[config.mk]
export PLATFORM = sky130hd
export DESIGN_NAME = demo_diagnostic_pio
export DESIGN_NICKNAME = d
export VERILOG_FILES = /design/src/rtl/demo_diagnostic_pio_pkg.sv /design/src/rtl/demo_diagnostic_pio_edge.sv /design/src/rtl/demo_diagnostic_pio.sv
export SDC_FILE = /design/constraint.sdc
export NUM_CORES = 1
export LEC_CHECK = 0
export CORE_ASPECT_RATIO = 1.1
export CORE_MARGIN = 8
export CORE_UTILIZATION = 50
export DETAILED_ROUTE_END_ITERATION = 8
export DONT_BUFFER_PORTS = 1
export SYNTH_ARGS = -nofsm -noshare
export SYNTH_HDL_FRONTEND = slang
export SYNTH_HIERARCHICAL = 1
export SYNTH_SLANG_ARGS = --single-unit
[constraint.sdc]
create_clock -name clk -period 1.4 [get_ports clk]
set_input_delay 0.07 -clock clk [delete_from_list [all_inputs] [get_ports clk]]
set_output_delay 0.07 -clock clk [all_outputs]
set_load 0.05 [all_outputs]
[src/rtl/demo_diagnostic_pio_pkg.sv]
// Shared constants for the diagnostic PIO: register map, edge-select and IRQ-mode codes.
package demo_diagnostic_pio_pkg;

    localparam logic [2:0] ADDR_DATA    = 3'd0;
    localparam logic [2:0] ADDR_DIR     = 3'd1;
    localparam logic [2:0] ADDR_IRQMASK = 3'd2;
    localparam logic [2:0] ADDR_EDGECAP = 3'd3;
    localparam logic [2:0] ADDR_OUTSET  = 3'd4;
    localparam logic [2:0] ADDR_OUTCLR  = 3'd5;

    localparam int EDGE_RISE = 0;
    localparam int EDGE_FALL = 1;
    localparam int EDGE_ANY  = 2;

    localparam int IRQ_LEVEL = 0;
    localparam int IRQ_EDGE  = 1;

    // Arm counter saturates here; edges are ignored until it is reached.
    localparam logic [1:0] ARM_DONE = 2'd3;

endpackage

[src/rtl/demo_diagnostic_pio_edge.sv]
// Pin input path: two-flop synchroniser, delay register, arm counter and edge detector.
module demo_diagnostic_pio_edge
    import demo_diagnostic_pio_pkg::*;
#(
    parameter int WIDTH     = 8,
    parameter int EDGE_TYPE = EDGE_RISE
) (
    input  logic             clk,
    input  logic             reset_n,
    input  logic [WIDTH-1:0] in_port,
    output logic [WIDTH-1:0] in_sync,
    output logic [WIDTH-1:0] edge_vec
);

    logic [WIDTH-1:0] sync_p0;
    logic [WIDTH-1:0] sync_p1;
    logic [WIDTH-1:0] dly_p2;
    logic [1:0]       arm_cnt;
    logic [WIDTH-1:0] raw_edge;

    function automatic logic [1:0] sat_inc(input logic [1:0] cnt);
        return (cnt == ARM_DONE) ? cnt : cnt + 2'd1;
    endfunction

    // Stage p0/p1: metastability synchroniser; stage p2: previous synced value
    always_ff @(posedge clk or negedge reset_n) begin
        if (!reset_n) begin
            sync_p0 <= '0;
            sync_p1 <= '0;
            dly_p2  <= '0;
            arm_cnt <= '0;
        end else begin
            sync_p0 <= in_port;
            sync_p1 <= sync_p0;
            dly_p2  <= sync_p1;
            arm_cnt <= sat_inc(arm_cnt);
        end
    end

    assign in_sync = sync_p1;

    always_comb begin
        raw_edge = sync_p1 & ~dly_p2;
        if (EDGE_TYPE == EDGE_FALL)
            raw_edge = ~sync_p1 & dly_p2;
        else if (EDGE_TYPE == EDGE_ANY)
            raw_edge = sync_p1 ^ dly_p2;
    end

    // Suppress edges while the pipeline still holds reset zeros.
    assign edge_vec = (arm_cnt == ARM_DONE) ? raw_edge : '0;

endmodule

[src/rtl/demo_diagnostic_pio.sv]
// Avalon-MM zero-wait-state parallel I/O port with direction, edge capture and IRQ.
module demo_diagnostic_pio
    import demo_diagnostic_pio_pkg::*;
#(
    parameter int               WIDTH       = 8,
    parameter logic [WIDTH-1:0] RESET_VALUE = '0,
    parameter int               EDGE_TYPE   = EDGE_RISE,
    parameter int               IRQ_TYPE    = IRQ_EDGE
) (
    input  logic             clk,
    input  logic             reset_n,
    input  logic [2:0]       address,
    input  logic             chipselect,
    input  logic             write_n,
    input  logic [31:0]      writedata,
    output logic [31:0]      readdata,
    input  logic [WIDTH-1:0] in_port,
    output logic [WIDTH-1:0] out_port,
    output logic [WIDTH-1:0] oe_port,
    output logic             irq
);

    logic             wr_en;
    logic [WIDTH-1:0] wd;
    logic [WIDTH-1:0] data_out;
    logic [WIDTH-1:0] dir;
    logic [WIDTH-1:0] irqmask;
    logic [WIDTH-1:0] edgecap;
    logic [WIDTH-1:0] edge_clr;
    logic [WIDTH-1:0] in_sync;
    logic [WIDTH-1:0] edge_vec;
    logic [WIDTH-1:0] rd_val;

    assign wr_en = chipselect && !write_n;
    assign wd    = writedata[WIDTH-1:0];

    if (WIDTH < 32) begin : g_wd_hi
        logic unused_wd_hi;
        assign unused_wd_hi = ^writedata[31:WIDTH];
    end

    demo_diagnostic_pio_edge #(
        .WIDTH     (WIDTH),
        .EDGE_TYPE (EDGE_TYPE)
    ) u_edge (
        .clk      (clk),
        .reset_n  (reset_n),
        .in_port  (in_port),
        .in_sync  (in_sync),
        .edge_vec (edge_vec)
    );

    always_ff @(posedge clk or negedge reset_n) begin
        if (!reset_n) begin
            data_out <= RESET_VALUE;
            dir      <= '0;
            irqmask  <= '0;
        end else if (wr_en) begin
            case (address)
                ADDR_DATA:    data_out <= wd;
                ADDR_DIR:     dir      <= wd;
                ADDR_IRQMASK: irqmask  <= wd;
                ADDR_OUTSET:  data_out <= data_out | wd;
                ADDR_OUTCLR:  data_out <= data_out & ~wd;
                default:      ;
            endcase
        end
    end

    assign edge_clr = (wr_en && address == ADDR_EDGECAP) ? wd : '0;

    // A new edge overrides a simultaneous W1C so no event is lost.
    always_ff @(posedge clk or negedge reset_n) begin
        if (!reset_n)
            edgecap <= '0;
        else
            edgecap <= (edgecap & ~edge_clr) | edge_vec;
    end

    always_comb begin
        rd_val = '0;
        case (address)
            ADDR_DATA:    rd_val = in_sync;
            ADDR_DIR:     rd_val = dir;
            ADDR_IRQMASK: rd_val = irqmask;
            ADDR_EDGECAP: rd_val = edgecap;
            default:      rd_val = '0;
        endcase
    end

    assign readdata = 32'(rd_val);
    assign out_port = data_out;
    assign oe_port  = dir;
    assign irq      = (IRQ_TYPE == IRQ_LEVEL) ? |(in_sync & irqmask) : |(edgecap & irqmask);

endmodule

== Word level (Yosys, flattened, before mapping) ==
Cells that the tools add are included.
Word-level totals
  register bits after elaboration: 58
  bits of input ports: 47
  output and inout bits: 49
  logic and storage cells: 37
Cells by class
  $add $sub $neg: 1
  eq/ne operators: 6
  muxes and demuxes: 4
  bitwise gates (word level): 9
  reductions and logical operators: 9
Operators by type and width (number)
  $and 8x8->8: 4
  $pmux 8 s4: 1
  $not 8->8: 3
  $pmux 8 s3: 1
  $mux 8: 2
  $or 8x8->8: 2
  $reduce_or 8->1: 1
  $eq 3x2->1 const B: 2
  $eq 3x3->1 const B: 2
  $reduce_and 2->1: 3
  $eq 3x1->1 const B: 1
  $logic_not 3->1: 1
  $reduce_bool 3->1: 1
  $add 2x1->2 const B: 1
  $eq 2x2->1 const B: 1
  $logic_and 1x1->1: 2
  $logic_not 1->1: 1

== Logic depth before layout (Yosys ltp) ==
  depth in word-level cells: 7
  mapped depth: 5
  mapped depth without buffers: 3

== Cells and area by module ==
Netlist, hierarchy kept.
By module, submodules not included
  demo_diagnostic_pio: times used 1, cells each 150, area an instance 1865.5 sq um, sequential area each 800.8 sq um
  demo_diagnostic_pio_edge: times used 1, cells each 38, area an instance 769.5 sq um, sequential area each 650.6 sq um

== Worst setup path before layout ==
No wires, ideal clock.
  path type: flip-flop to output port
  from: register dir[3] (netlist: oe_port[3])
  to: output port readdata[3]
  arrival: 1.656 ns
  data required time: 1.330 ns
  path slack: -0.326 ns
  cell stages (with the launch flop): 3
  buffers on the path: 0
  cells stage by stage: dfrtp_1 > mux4_2 > nor2b_1
Between the ends
  word-level cells in the longest chain between the ends: 1
Ends and longest elaborated chain
  start: declaration: RTL line demo_diagnostic_pio.sv:26  | logic [WIDTH-1:0] dir;
  start signal: assignment: RTL line demo_diagnostic_pio.sv:61  | ADDR_DIR: dir <= wd;
  $pmux 8 s4: RTL line demo_diagnostic_pio.sv:82  | case (address)
  end: declaration: RTL line demo_diagnostic_pio.sv:16  | output logic [31:0] readdata,
No other way between the ends.

== Final worst setup path ==
  from: register edgecap[3]
  to: output port readdata[3]
Between the ends
  word-level cells in the longest chain between the ends: 1
Ends and longest elaborated chain
  start: declaration: RTL line demo_diagnostic_pio.sv:28  | logic [WIDTH-1:0] edgecap;
  start signal: assignment: RTL line demo_diagnostic_pio.sv:77  | edgecap <= (edgecap & ~edge_clr) | edge_vec;
  $pmux 8 s4: RTL line demo_diagnostic_pio.sv:82
No other way between the ends.

==> results.yml <==
status:
  status: "finished with violations"
  violations: "negative hold slack, negative setup slack"
critical_path:
  worstPathMaxFanout: 3
  critPathRequiredTime_ps: 1330
  worstPathArrival_ps: 1500
  max_stage_delay_ps: 480
  critPathKind: "reg -> out"
  crit_chain: "mux4_2, nor2b_4, buf_12"
  end_kind: "output pin"
  critPathLaunchType: "register"
  cp_top_family: "multiplexers"
  crit_slowest_cell: "mux4_2"
  worst-path-buf-inv: 1
power:
  ir_drop_uv: 781
  p_leak_nw: 1.44
  cellPowerDensity_mw_per_mm2: 1580
timing:
  hold_viol: 58
  rsz0062_at_grt: "true"
  slew_headroom: 0.639
  holdWs_ps: -571
  clock-skew-final_ps: 5.39
  fin_crit_sh: 1.12
  tightest_slew_ps: 538
  setup_slack_ps: -167
  clock.fmax_mhz: 638
  setup-violations-final: 9
  min_period_ps: 1570
  drv_slew: 0
synth:
  yosysTopAreaCellShare: 0.551
  avgSynthCellArea_sq_um: 14.0
  synth_edf_count: 0
  synth_area_sq_mm: 0.00264
  ys_seq_area_frac: 0.551
  synthTopCellsByArea: "dfrtp_1 (55%), mux4_1 (7.0%), buf_4 (6.8%), mux2_4 (5.1%), mux2_2 (3.4%)"
  synth_ff_type: "dfrtp_1"
  ys_warn_count: 6
  yosys_register_bits: 58
  synthCells: 188
  async_reset_ff_frac: 1.00
  ys_types: 28
  yosys.area.top_type: "dfrtp_1"
cts:
  insertion_delay_ps: 330
  cts_sinks: 58
  cts_made_buffers: 9
  clock-root-buffer: "clkbuf_8"
  path_clk_slew_ps: 60
  clockBufferDepth: 2
  htreeDepth: 3
  cts_tree: "done"
  postCtsHoldBufs: 17
finish:
  area_delta_synth_final_pct: 20.2
  final_util: 0.629
  fin_nets: 280
  n_antenna_cell: 0
  final_cell_count_no_fill: 293
  regArea_sq_mm: 0.00145
  fill_cells: 413
  drive_gt1_frac: 0.323
  multiInputGateArea_sq_mm: 0.00108
grt:
  antenna_found_initial: 0
  grt_start_max_net_pins: 59
  grt_pass1_vias: 1742
  overflow: 0
  grt_pass1_wl_um: 9670
  track_usage: 0.163
routing:
  drt-pass1-iter-count: 4
  vias: 1629
  viasPerCell: 5.56
  wl_um: 6140
  wl_per_cell_um: 20.9
  dr.first_iter.drc_count: 116
  drc: 0
  ant_nets: 0
die:
  die_x_um: 85.2
  ios: 96
  core_sq_mm: 0.00503
  fp.dieH_um: 92.1
  fp-row-count: 27
  die-area_sq_mm: 0.00785
  start_util: 0.523
placement:
  place_congestion: 0.746
  dpl_worst_slack_ps: 152
  dpl.hpwl_um: 4000
  dp_cells: 257
  port_buffers: 0
flow_run:
  cap_violations: 0
hold_path:
  hp-class: "in -> async"
cell families after synthesis:
kind of cell,Yosys count,synth area share
DFF,58,0.551
xor gates and xnor gates,1,0.00332
other,1,0.00142
adders and majority gates,2,0.00950
and+or+nand+nor,49,0.127
buffers and inverters,32,0.0869
muxes,25,0.164
AOI/OAI and AO/OA,20,0.0570
worst paths after layout:
path                              startpoint  slack [ps]  depth (start not counted)                 to
setup / recovery                  edgecap[3]        -170                          3        readdata[3]
hold / removal                       reset_n        -570                          0   u_edge/dly_p2[5]
setup reg to reg           u_edge/arm_cnt[0]         140                          3         edgecap[3]
hold reg to reg            u_edge/sync_p0[7]         350                          0  u_edge/in_sync[7]
max in group asynchronous            reset_n        1870                          0        out_port[0]
min in group clk                writedata[5]          60                          2        out_port[5]
power by group:
part | internal, mW | switching (mW)
registers | 1.90 | 0.154
clock network | 0.819 | 0.613
logic | 0.577 | 0.925
sequential cells by signal, indices dropped and copies added (netlist names):
signal          cells
out_port            8
oe_port             8
edgecap             8
u_edge/dly_p2       8
u_edge/arm_cnt      2
irqmask             8
u_edge/in_sync      8
u_edge/sync_p0      8
cell type report:
type | count | area share
tap | 58 | 0.0229
clock inverter | 2 | 0.00316
sequential | 58 | 0.458
multi-input combinational | 121 | 0.341
clock buffer | 13 | 0.0565
timing repair buffer | 41 | 0.118
routing by layer:
metal | up-vias | GRT usage | routed length [um]
li1 | 705 | - | -
met1 | 854 | 0.194 | 2540
met2 | 64 | 0.254 | 2960
met3 | 6 | 0.0642 | 566
met4 | 0 | 0.0758 | 70
met5 | - | 0 | 0
worst reg2reg max path, cell delays in order (launching register included):
cell and delay (ps):
dfrtp_1 410, ha_1 340, and3b_1 230, nand2b_1 160
stage by stage:
stage          area, sq um  setup TNS (ps)  power, mW  hold WS, ps
2_1_floorplan         2780               0       3.23         -226
6_report              3170            -626       4.99         -571
5_1_grt               3170           -1070       5.20         -592
4_1_cts               3150            -792       5.02         -582
3_5_place_dp          2790               0       3.50         -224
3_3_place_gp          2790               0       3.46         -224
cell usage after synthesis (3+ instances only):
library cell,count
nor3b_1,8
mux2_4,9
o21ai_0,8
nand2b_1,10
mux2_2,8
a22oi_1,4
and3b_1,8
nand2_1,8
buf_2,3
dfrtp_1,58
nor2b_1,8
mux4_1,7
a221o_1,8
buf_4,24
cell usage in the layout, fill, tap and decap left out, types with 2 or more instances in the layout:
master	Yosys	final
dfrtp_1	58	58
conb_1	1	24
buf_4	24	20
dlygate4sd3_1	0	17
clkbuf_8	0	13
nand2b_1	10	10
nor2b_4	1	9
mux2_4	9	9
mux4_2	1	8
nand2_1	8	8
o21ai_0	8	8
mux2_2	8	8
nor3b_1	8	8
a221o_1	8	8
and3b_1	8	8
a22oi_1	4	3
buf_6	2	3
clkinv_2	0	2
ha_1	2	2
what timing repair did:
action | in CTS | in global routing
hold endpoints to repair | 98 | 58
endpoints found under the setup margin | 9 | 9
gates resized for setup | 9 | 2
pin swaps | 1 | 0
buffers inserted | 3 | 1
Power figures use the tool's default switching activity.
